--- src/rtl/alu_branch_table_if.sv ---
// rtl/alu_branch_table_if.sv - execute-stage ALU and branch-table signal bundle
//
// Purpose: groups the ALU and branch-table signals of alu_branch_table.
// Ports (master drives, slave receives):
//   aluop[1:0], funct[5:0], a[31:0], b[31:0]        -> ALU control and operands
//   aluctl[3:0], alu_out[31:0], zero                <- decoded control and result
//   pc4[31:0]                                       -> lookup key
//   pc4d[31:0], wrt, wrp, bdest_in[31:0], pin       -> update key, strobes, data
//   hit, bdest[31:0], pred                          <- lookup result
interface alu_branch_table_if;
  logic [1:0]  aluop;
  logic [5:0]  funct;
  logic [31:0] a;
  logic [31:0] b;
  logic [3:0]  aluctl;
  logic [31:0] alu_out;
  logic        zero;
  logic [31:0] pc4;
  logic [31:0] pc4d;
  logic        wrt;
  logic        wrp;
  logic [31:0] bdest_in;
  logic        pin;
  logic        hit;
  logic [31:0] bdest;
  logic        pred;

  modport master (
    output aluop, funct, a, b, pc4, pc4d, wrt, wrp, bdest_in, pin,
    input  aluctl, alu_out, zero, hit, bdest, pred
  );

  modport slave (
    input  aluop, funct, a, b, pc4, pc4d, wrt, wrp, bdest_in, pin,
    output aluctl, alu_out, zero, hit, bdest, pred
  );
endinterface

--- src/rtl/alu_branch_table.sv ---
// rtl/alu_branch_table.sv - MIPS execute-stage ALU plus 1-bit branch target table
//
// Purpose: combinational ALU with ALU-control decode, and a direct-mapped
// branch target/prediction table looked up by fetch PC+4 and updated from
// branch resolution.
// Ports:
//   clk    rising-edge clock (table only)
//   rst_n  async active-low reset, clears every table entry
//   bus    alu_branch_table_if.slave, see the interface for signal list
module alu_branch_table #(
  parameter int ENTRIES = 16,
  parameter int IDX_W   = 4
) (
  input logic              clk,
  input logic              rst_n,
  alu_branch_table_if.slave bus
);
  localparam int TAG_W = 32 - IDX_W - 2;

  // ALU control decode
  logic [3:0] ctl;

  always_comb begin
    ctl = 4'b0000;
    case (bus.aluop)
      2'b00: ctl = 4'b0010;
      2'b01: ctl = 4'b0110;
      2'b10: begin
        case (bus.funct)
          6'b100000: ctl = 4'b0010;
          6'b100010: ctl = 4'b0110;
          6'b100100: ctl = 4'b0000;
          6'b100101: ctl = 4'b0001;
          6'b100110: ctl = 4'b1101;
          6'b100111: ctl = 4'b1100;
          6'b101010: ctl = 4'b0111;
          default:   ctl = 4'b0000;
        endcase
      end
      default: ctl = 4'b0000;
    endcase
  end

  // ALU datapath
  logic [31:0] res;

  always_comb begin
    res = 32'd0;
    case (ctl)
      4'b0000: res = bus.a & bus.b;
      4'b0001: res = bus.a | bus.b;
      4'b0010: res = bus.a + bus.b;
      4'b0110: res = bus.a - bus.b;
      4'b0111: res = {31'd0, ($signed(bus.a) < $signed(bus.b))};
      4'b1100: res = ~(bus.a | bus.b);
      4'b1101: res = bus.a ^ bus.b;
      default: res = 32'd0;
    endcase
  end

  assign bus.aluctl  = ctl;
  assign bus.alu_out = res;
  assign bus.zero    = (res == 32'd0);

  // Branch table storage
  logic             valid_q [ENTRIES];
  logic [TAG_W-1:0] tag_q   [ENTRIES];
  logic [31:0]      dst_q   [ENTRIES];
  logic             pred_q  [ENTRIES];

  logic [IDX_W-1:0] rd_idx;
  logic [TAG_W-1:0] rd_tag;
  logic [IDX_W-1:0] wr_idx;
  logic [TAG_W-1:0] wr_tag;
  logic             rd_hit;
  logic             wr_match;

  assign rd_idx = bus.pc4[IDX_W+1:2];
  assign rd_tag = bus.pc4[31:IDX_W+2];
  assign wr_idx = bus.pc4d[IDX_W+1:2];
  assign wr_tag = bus.pc4d[31:IDX_W+2];

  // Word-aligned PCs: the byte-offset bits carry no information.
  logic unused_byte_bits;
  assign unused_byte_bits = &{1'b0, bus.pc4[1:0], bus.pc4d[1:0]};

  assign rd_hit   = valid_q[rd_idx] && (tag_q[rd_idx] == rd_tag);
  assign wr_match = valid_q[wr_idx] && (tag_q[wr_idx] == wr_tag);

  // Misses present zeros rather than whatever stale entry sits at the index.
  assign bus.hit   = rd_hit;
  assign bus.bdest = rd_hit ? dst_q[rd_idx] : 32'd0;
  assign bus.pred  = rd_hit ? pred_q[rd_idx] : 1'b0;

  always_ff @(posedge clk or negedge rst_n) begin
    if (!rst_n) begin
      for (int i = 0; i < ENTRIES; i++) begin
        valid_q[i] <= 1'b0;
        tag_q[i]   <= '0;
        dst_q[i]   <= 32'd0;
        pred_q[i]  <= 1'b0;
      end
    end else if (bus.wrt) begin
      valid_q[wr_idx] <= 1'b1;
      tag_q[wr_idx]   <= wr_tag;
      dst_q[wr_idx]   <= bus.bdest_in;
      pred_q[wr_idx]  <= bus.pin;
    end else if (bus.wrp && wr_match) begin
      // Prediction-only update must not disturb an entry owned by another branch.
      pred_q[wr_idx] <= bus.pin;
    end
  end
endmodule

--- src/flat_wrapper.sv ---
// flat-port wrapper written by rule: the top's interface ports become plain ports
module alu_branch_table_flat 
#(
  parameter int ENTRIES = 16,
  parameter int IDX_W   = 4
)
  (clk, rst_n, bus_aluop, bus_funct, bus_a, bus_b, bus_pc4, bus_pc4d, bus_wrt, bus_wrp, bus_bdest_in, bus_pin, bus_aluctl, bus_alu_out, bus_zero, bus_hit, bus_bdest, bus_pred);
  alu_branch_table_if bus_i ();
  input logic clk;
  input logic rst_n;
  input wire logic [$bits(bus_i.aluop)-1:0] bus_aluop;
  input wire logic [$bits(bus_i.funct)-1:0] bus_funct;
  input wire logic [$bits(bus_i.a)-1:0] bus_a;
  input wire logic [$bits(bus_i.b)-1:0] bus_b;
  input wire logic [$bits(bus_i.pc4)-1:0] bus_pc4;
  input wire logic [$bits(bus_i.pc4d)-1:0] bus_pc4d;
  input wire logic [$bits(bus_i.wrt)-1:0] bus_wrt;
  input wire logic [$bits(bus_i.wrp)-1:0] bus_wrp;
  input wire logic [$bits(bus_i.bdest_in)-1:0] bus_bdest_in;
  input wire logic [$bits(bus_i.pin)-1:0] bus_pin;
  output wire logic [$bits(bus_i.aluctl)-1:0] bus_aluctl;
  output wire logic [$bits(bus_i.alu_out)-1:0] bus_alu_out;
  output wire logic [$bits(bus_i.zero)-1:0] bus_zero;
  output wire logic [$bits(bus_i.hit)-1:0] bus_hit;
  output wire logic [$bits(bus_i.bdest)-1:0] bus_bdest;
  output wire logic [$bits(bus_i.pred)-1:0] bus_pred;
  assign bus_i.aluop = bus_aluop;
  assign bus_i.funct = bus_funct;
  assign bus_i.a = bus_a;
  assign bus_i.b = bus_b;
  assign bus_i.pc4 = bus_pc4;
  assign bus_i.pc4d = bus_pc4d;
  assign bus_i.wrt = bus_wrt;
  assign bus_i.wrp = bus_wrp;
  assign bus_i.bdest_in = bus_bdest_in;
  assign bus_i.pin = bus_pin;
  assign bus_aluctl = bus_i.aluctl;
  assign bus_alu_out = bus_i.alu_out;
  assign bus_zero = bus_i.zero;
  assign bus_hit = bus_i.hit;
  assign bus_bdest = bus_i.bdest;
  assign bus_pred = bus_i.pred;
  alu_branch_table #(.ENTRIES(ENTRIES), .IDX_W(IDX_W)) u_core (.clk(clk), .rst_n(rst_n), .bus(bus_i));
endmodule
--- config.mk ---
export PLATFORM = sky130hd
export DESIGN_NAME = alu_branch_table_flat
export DESIGN_NICKNAME = d
export VERILOG_FILES = /design/src/rtl/alu_branch_table_if.sv /design/src/rtl/alu_branch_table.sv /design/src/flat_wrapper.sv
export SDC_FILE = /design/constraint.sdc
export NUM_CORES = 2
export LEC_CHECK = 0
export ABC_AREA = 0
export BUFFER_PORTS_ARGS = -buffer_cell sky130_fd_sc_hd__buf_2
export CORE_MARGIN = 5
export CORE_UTILIZATION = 30
export CTS_BUF_LIST = sky130_fd_sc_hd__clkbuf_4
export DETAILED_ROUTE_END_ITERATION = 10
export PLACE_DENSITY = 0.55
export SYNTH_ARGS = -nofsm -noshare
export SYNTH_HDL_FRONTEND = slang
export SYNTH_SLANG_ARGS = --single-unit
--- constraint.sdc ---
create_clock -name clk -period 6.3 [get_ports clk]
set_input_delay 1.26 -clock clk [delete_from_list [all_inputs] [get_ports clk]]
set_output_delay 1.26 -clock clk [all_outputs]
set_load 0.02 [all_outputs]
==> results.sh <==
export IMPL_grt_pass1_wl_mm=260
export IMPL_synth_top_family_by_area="multiplexers"
export IMPL_dieArea_um2=186000
export IMPL_min_period_ns=6.24
export IMPL_ys_seq_area_share_pct=45.2
export IMPL_clock_fmax_ghz=0.160
export IMPL_synth_compound_area_share_pct=5.63
export IMPL_cts_root_buffer="clkbuf_4"
export IMPL_slew_violations=0
export IMPL_antenna_found_initial=30
export IMPL_path_class="in2out"
export IMPL_yosysUniqueCellTypes=90
export IMPL_holdWs_ns=0.117
export IMPL_drc=0
export IMPL_cts_hold_buf=0
export IMPL_dr_pass1_iters=6
export IMPL_cts_tree="built"
export IMPL_num_rows=154
export IMPL_synthTopCellsByArea="dfrtp_1 (45%), mux4_2 (18%), mux2_2 (15%)"
export IMPL_relSlewSlack_pct=31.3
export IMPL_die_h_um=431
export IMPL_p_clk_share_pct=30.3
export IMPL_syn_avg_cell_area_um2=12.4
export IMPL_path_cells="buf_2 > inv_1 > ha_1 > fa_2 > nor2_2 > o311a_1 > o21ai_2 > a21oi_1 > buf_4 > a211oi_1 > or3_1 > o21a_1 > a221o_1 > a221o_1 > or4_1 > nor2_1 > buf_2"
export IMPL_dp_hpwl_mm=107
export IMPL_max_slew_worst_pin_slew_ns=1.03
export IMPL_core_um2=176000
export IMPL_grt_max_degree=158
export IMPL_fillers=17500
export IMPL_intPower_uw=12800
export IMPL_powerDensity_nw_per_um2=298
export IMPL_synthAdderAreaFrac_pct=2.36
export IMPL_area_growth_pct=14.6
export IMPL_final_nets=4906
export IMPL_synth_cells=4304
export IMPL_max_stage_delay_ns=0.52
export IMPL_hold_path_class="in2async"
export IMPL_path_buf_inv=4
export IMPL_clk_pin_slew_ns=0.05
export IMPL_cp_start_kind="input pin"
export IMPL_leakagePower_uw=0.0267
export IMPL_clock_tree_buffer_depth=4
export IMPL_pin_count=244
export IMPL_setup_worst_path_end_class="output port"
export IMPL_gp_congestion=0.913
export IMPL_worst_slack_ns=0.0603
export IMPL_initial_core_util_pct=30.2
export IMPL_clock_skew_ns=0.0964
export IMPL_ant_nets=0
export IMPL_setup_viol=0
export IMPL_yosysTopAreaCell="dfrtp_1"
export IMPL_synthSimpleGateAreaFrac_pct=8.94
export IMPL_hold_viol_final=0
export IMPL_switchingPower_uw=5350
export IMPL_ys_flop_type="dfrtp_1"
export IMPL_yosysWarnings=0
export IMPL_power_total_uw=18100
export IMPL_worstSkewPairLatency_ns=1.21
export IMPL_cap_violations=0
export IMPL_path_delay_family="compound AO/OA/AOI/OAI gates"
export IMPL_synth_xor_area_share_pct=0.807
export IMPL_cts_sinks=960
export IMPL_die_x_um=431
export IMPL_overflow=0
export IMPL_arrival_ns=4.98
export IMPL_crit_slowest_cell="or4_1"
export IMPL_synth_seq_cells=960
export IMPL_synthArstFlopShare_pct=100
export IMPL_combinationalPowerShare_pct=23.7
export IMPL_viasPerCell=5.37
export IMPL_numPortBuffers=239
export IMPL_grt_use_total_pct=18.3
export IMPL_synth_top_area_share_pct=45.2
export IMPL_numCtsBuffers=278
export IMPL_irDropWorstVdd_mv=0.165
export IMPL_layout_drive_gt1_share_pct=41.7
export IMPL_switching_share_pct=29.5
export IMPL_wirelength_mm=173
export IMPL_sequentialPowerShare_pct=46.0
export IMPL_synth_edf_count=0
export IMPL_muxShareOfSynthArea_pct=33.6
export IMPL_netlist_area_um2=53200
export IMPL_yosys_top_cells_count="dfrtp_1 (960), nand2_1 (776), mux2_2 (699)"
export IMPL_cts_max_level=5
export IMPL_syn_nets=4576
export IMPL_post_synth_top_count_cell="dfrtp_1"
export IMPL_num_vias=38400
export IMPL_preCtsSetupSlack_ns=-0.134
export IMPL_grt_pass1_vias=39800
export IMPL_final_util_pct=34.6
export IMPL_status="complete, no violations"
export IMPL_rsz0062_at_grt="yes"
export IMPL_final_period_utilization_pct=99.0
export IMPL_critPathMaxFanout=2
export IMPL_routedWlPerCell_um=24.2
export IMPL_required_ns=5.04
export IMPL_drtIter0Drc=3023
-- state kept, by name, indices dropped and copies added, names as in the netlist --
signal,cells
u_core.dst_q,512
u_core.pred_q,16
u_core.valid_q,16
u_core.tag_q,416
-- routing by layer --
layer  global-route usage [%]  share of wire, %  vias to the layer above
met3                     3.36               5.9                      314
met1                     24.2                43                    20200
met5                        0             0.040                        -
met4                     6.63               3.1                       10
li1                         -                 -                    16600
met2                     30.3                48                     1368
-- area by class of cell --
class,instances,area [um^2],area share [%]
multi-input cells,2865,27500,45.1
flip-flops and latches,960,24000,39.4
well taps,2340,2930,4.80
repair buffers,421,2920,4.78
clock buffers,387,2910,4.76
inverters,108,414,0.679
clock inverters,61,267,0.437
diodes,17,42.5,0.0697
-- cells in the final DEF, fill, tap and decap left out, types with 9 or more instances in the layout --
cell type | netlist | routed
mux2_2 | 699 | 699
clkinv_1 | 1 | 49
a22oi_1 | 12 | 12
nor2_4 | 0 | 12
nor2b_1 | 10 | 10
or2_2 | 20 | 20
o31ai_1 | 19 | 17
or3_1 | 9 | 9
o22ai_1 | 19 | 19
a31oi_1 | 15 | 15
buf_2 | 39 | 231
nor3_1 | 26 | 25
o21bai_1 | 10 | 10
dfrtp_1 | 960 | 960
nor2_1 | 105 | 92
clkbuf_4 | 0 | 387
a21o_1 | 13 | 13
nand2b_1 | 20 | 20
inv_1 | 107 | 103
o21ai_0 | 76 | 76
a211oi_1 | 17 | 17
a21oi_1 | 91 | 90
o2111ai_1 | 9 | 9
and2_1 | 9 | 9
xnor2_1 | 42 | 42
nand2_1 | 776 | 772
buf_4 | 8 | 161
buf_12 | 0 | 24
o211ai_1 | 23 | 23
mux4_2 | 414 | 414
a221o_1 | 21 | 21
nand3_1 | 27 | 27
a221oi_1 | 21 | 21
diode_2 | 0 | 17
nand4_1 | 15 | 15
ha_1 | 97 | 97
nor4_1 | 15 | 13
and3_1 | 38 | 38
o221ai_1 | 9 | 9
mux2i_1 | 66 | 66
-- repair_timing --
action                                  in CTS  in global routing
buffers inserted                             2                  0
endpoints found under the setup margin       1                  1
resized for setup                            4                  6
pin swaps                                    1                  1
-- kinds of logic (layout without fill, tap and decap cells) --
kind of cell / count (synthesis) / after routing
AOI/OAI and AO/OA: 429 / 429
xor gates and xnor gates: 49 / 49
adders and majority gates: 99 / 99
buffers and inverters: 479 / 977
DFF: 960 / 960
muxes: 1179 / 1179
other: 0 / 17
and+or+nand+nor: 1109 / 1109
-- power groups by stage --
stage	combinational [uW]	sequential (uW)	clock, uW
floorplan	3200	8150	0
global placement	4230	8360	0
detailed placement	4320	8430	0
CTS	4330	8330	5700
global route	4660	8500	6020
finish	4300	8350	5500
-- metrics by stage --
step | std cells | TNS [ns] | cell area [um^2]
3_5_place_dp | 6692 | -0.134 | 57700
3_3_place_gp | 6692 | -0.104 | 57700
5_1_grt | 7152 | -0.0714 | 61000
4_1_cts | 7142 | 0 | 60900
2_1_floorplan | 4304 | 0 | 53200
6_report | 7159 | 0 | 61000
-- path summary, 6_finish.rpt --
| path | from | end | slack (ns) | cells after the start |
|---|---|---|---|---|
| min reg2reg | u_core.dst_q[97] | u_core.dst_q[97] | 0.47 | 2 |
| min | rst_n | u_core.dst_q[28] | 0.12 | 1 |
| max in group asynchronous | rst_n | u_core.tag_q[175] | 4.55 | 2 |
| min in group clk | bus_bdest_in[24] | u_core.dst_q[376] | 0.43 | 3 |
| max | bus_a[0] | bus_zero | 0.06 | 17 |
| max reg2reg | u_core.tag_q[81] | u_core.pred_q[14] | 2.44 | 11 |
No activity file was read; power rests on OpenSTA's default activity.
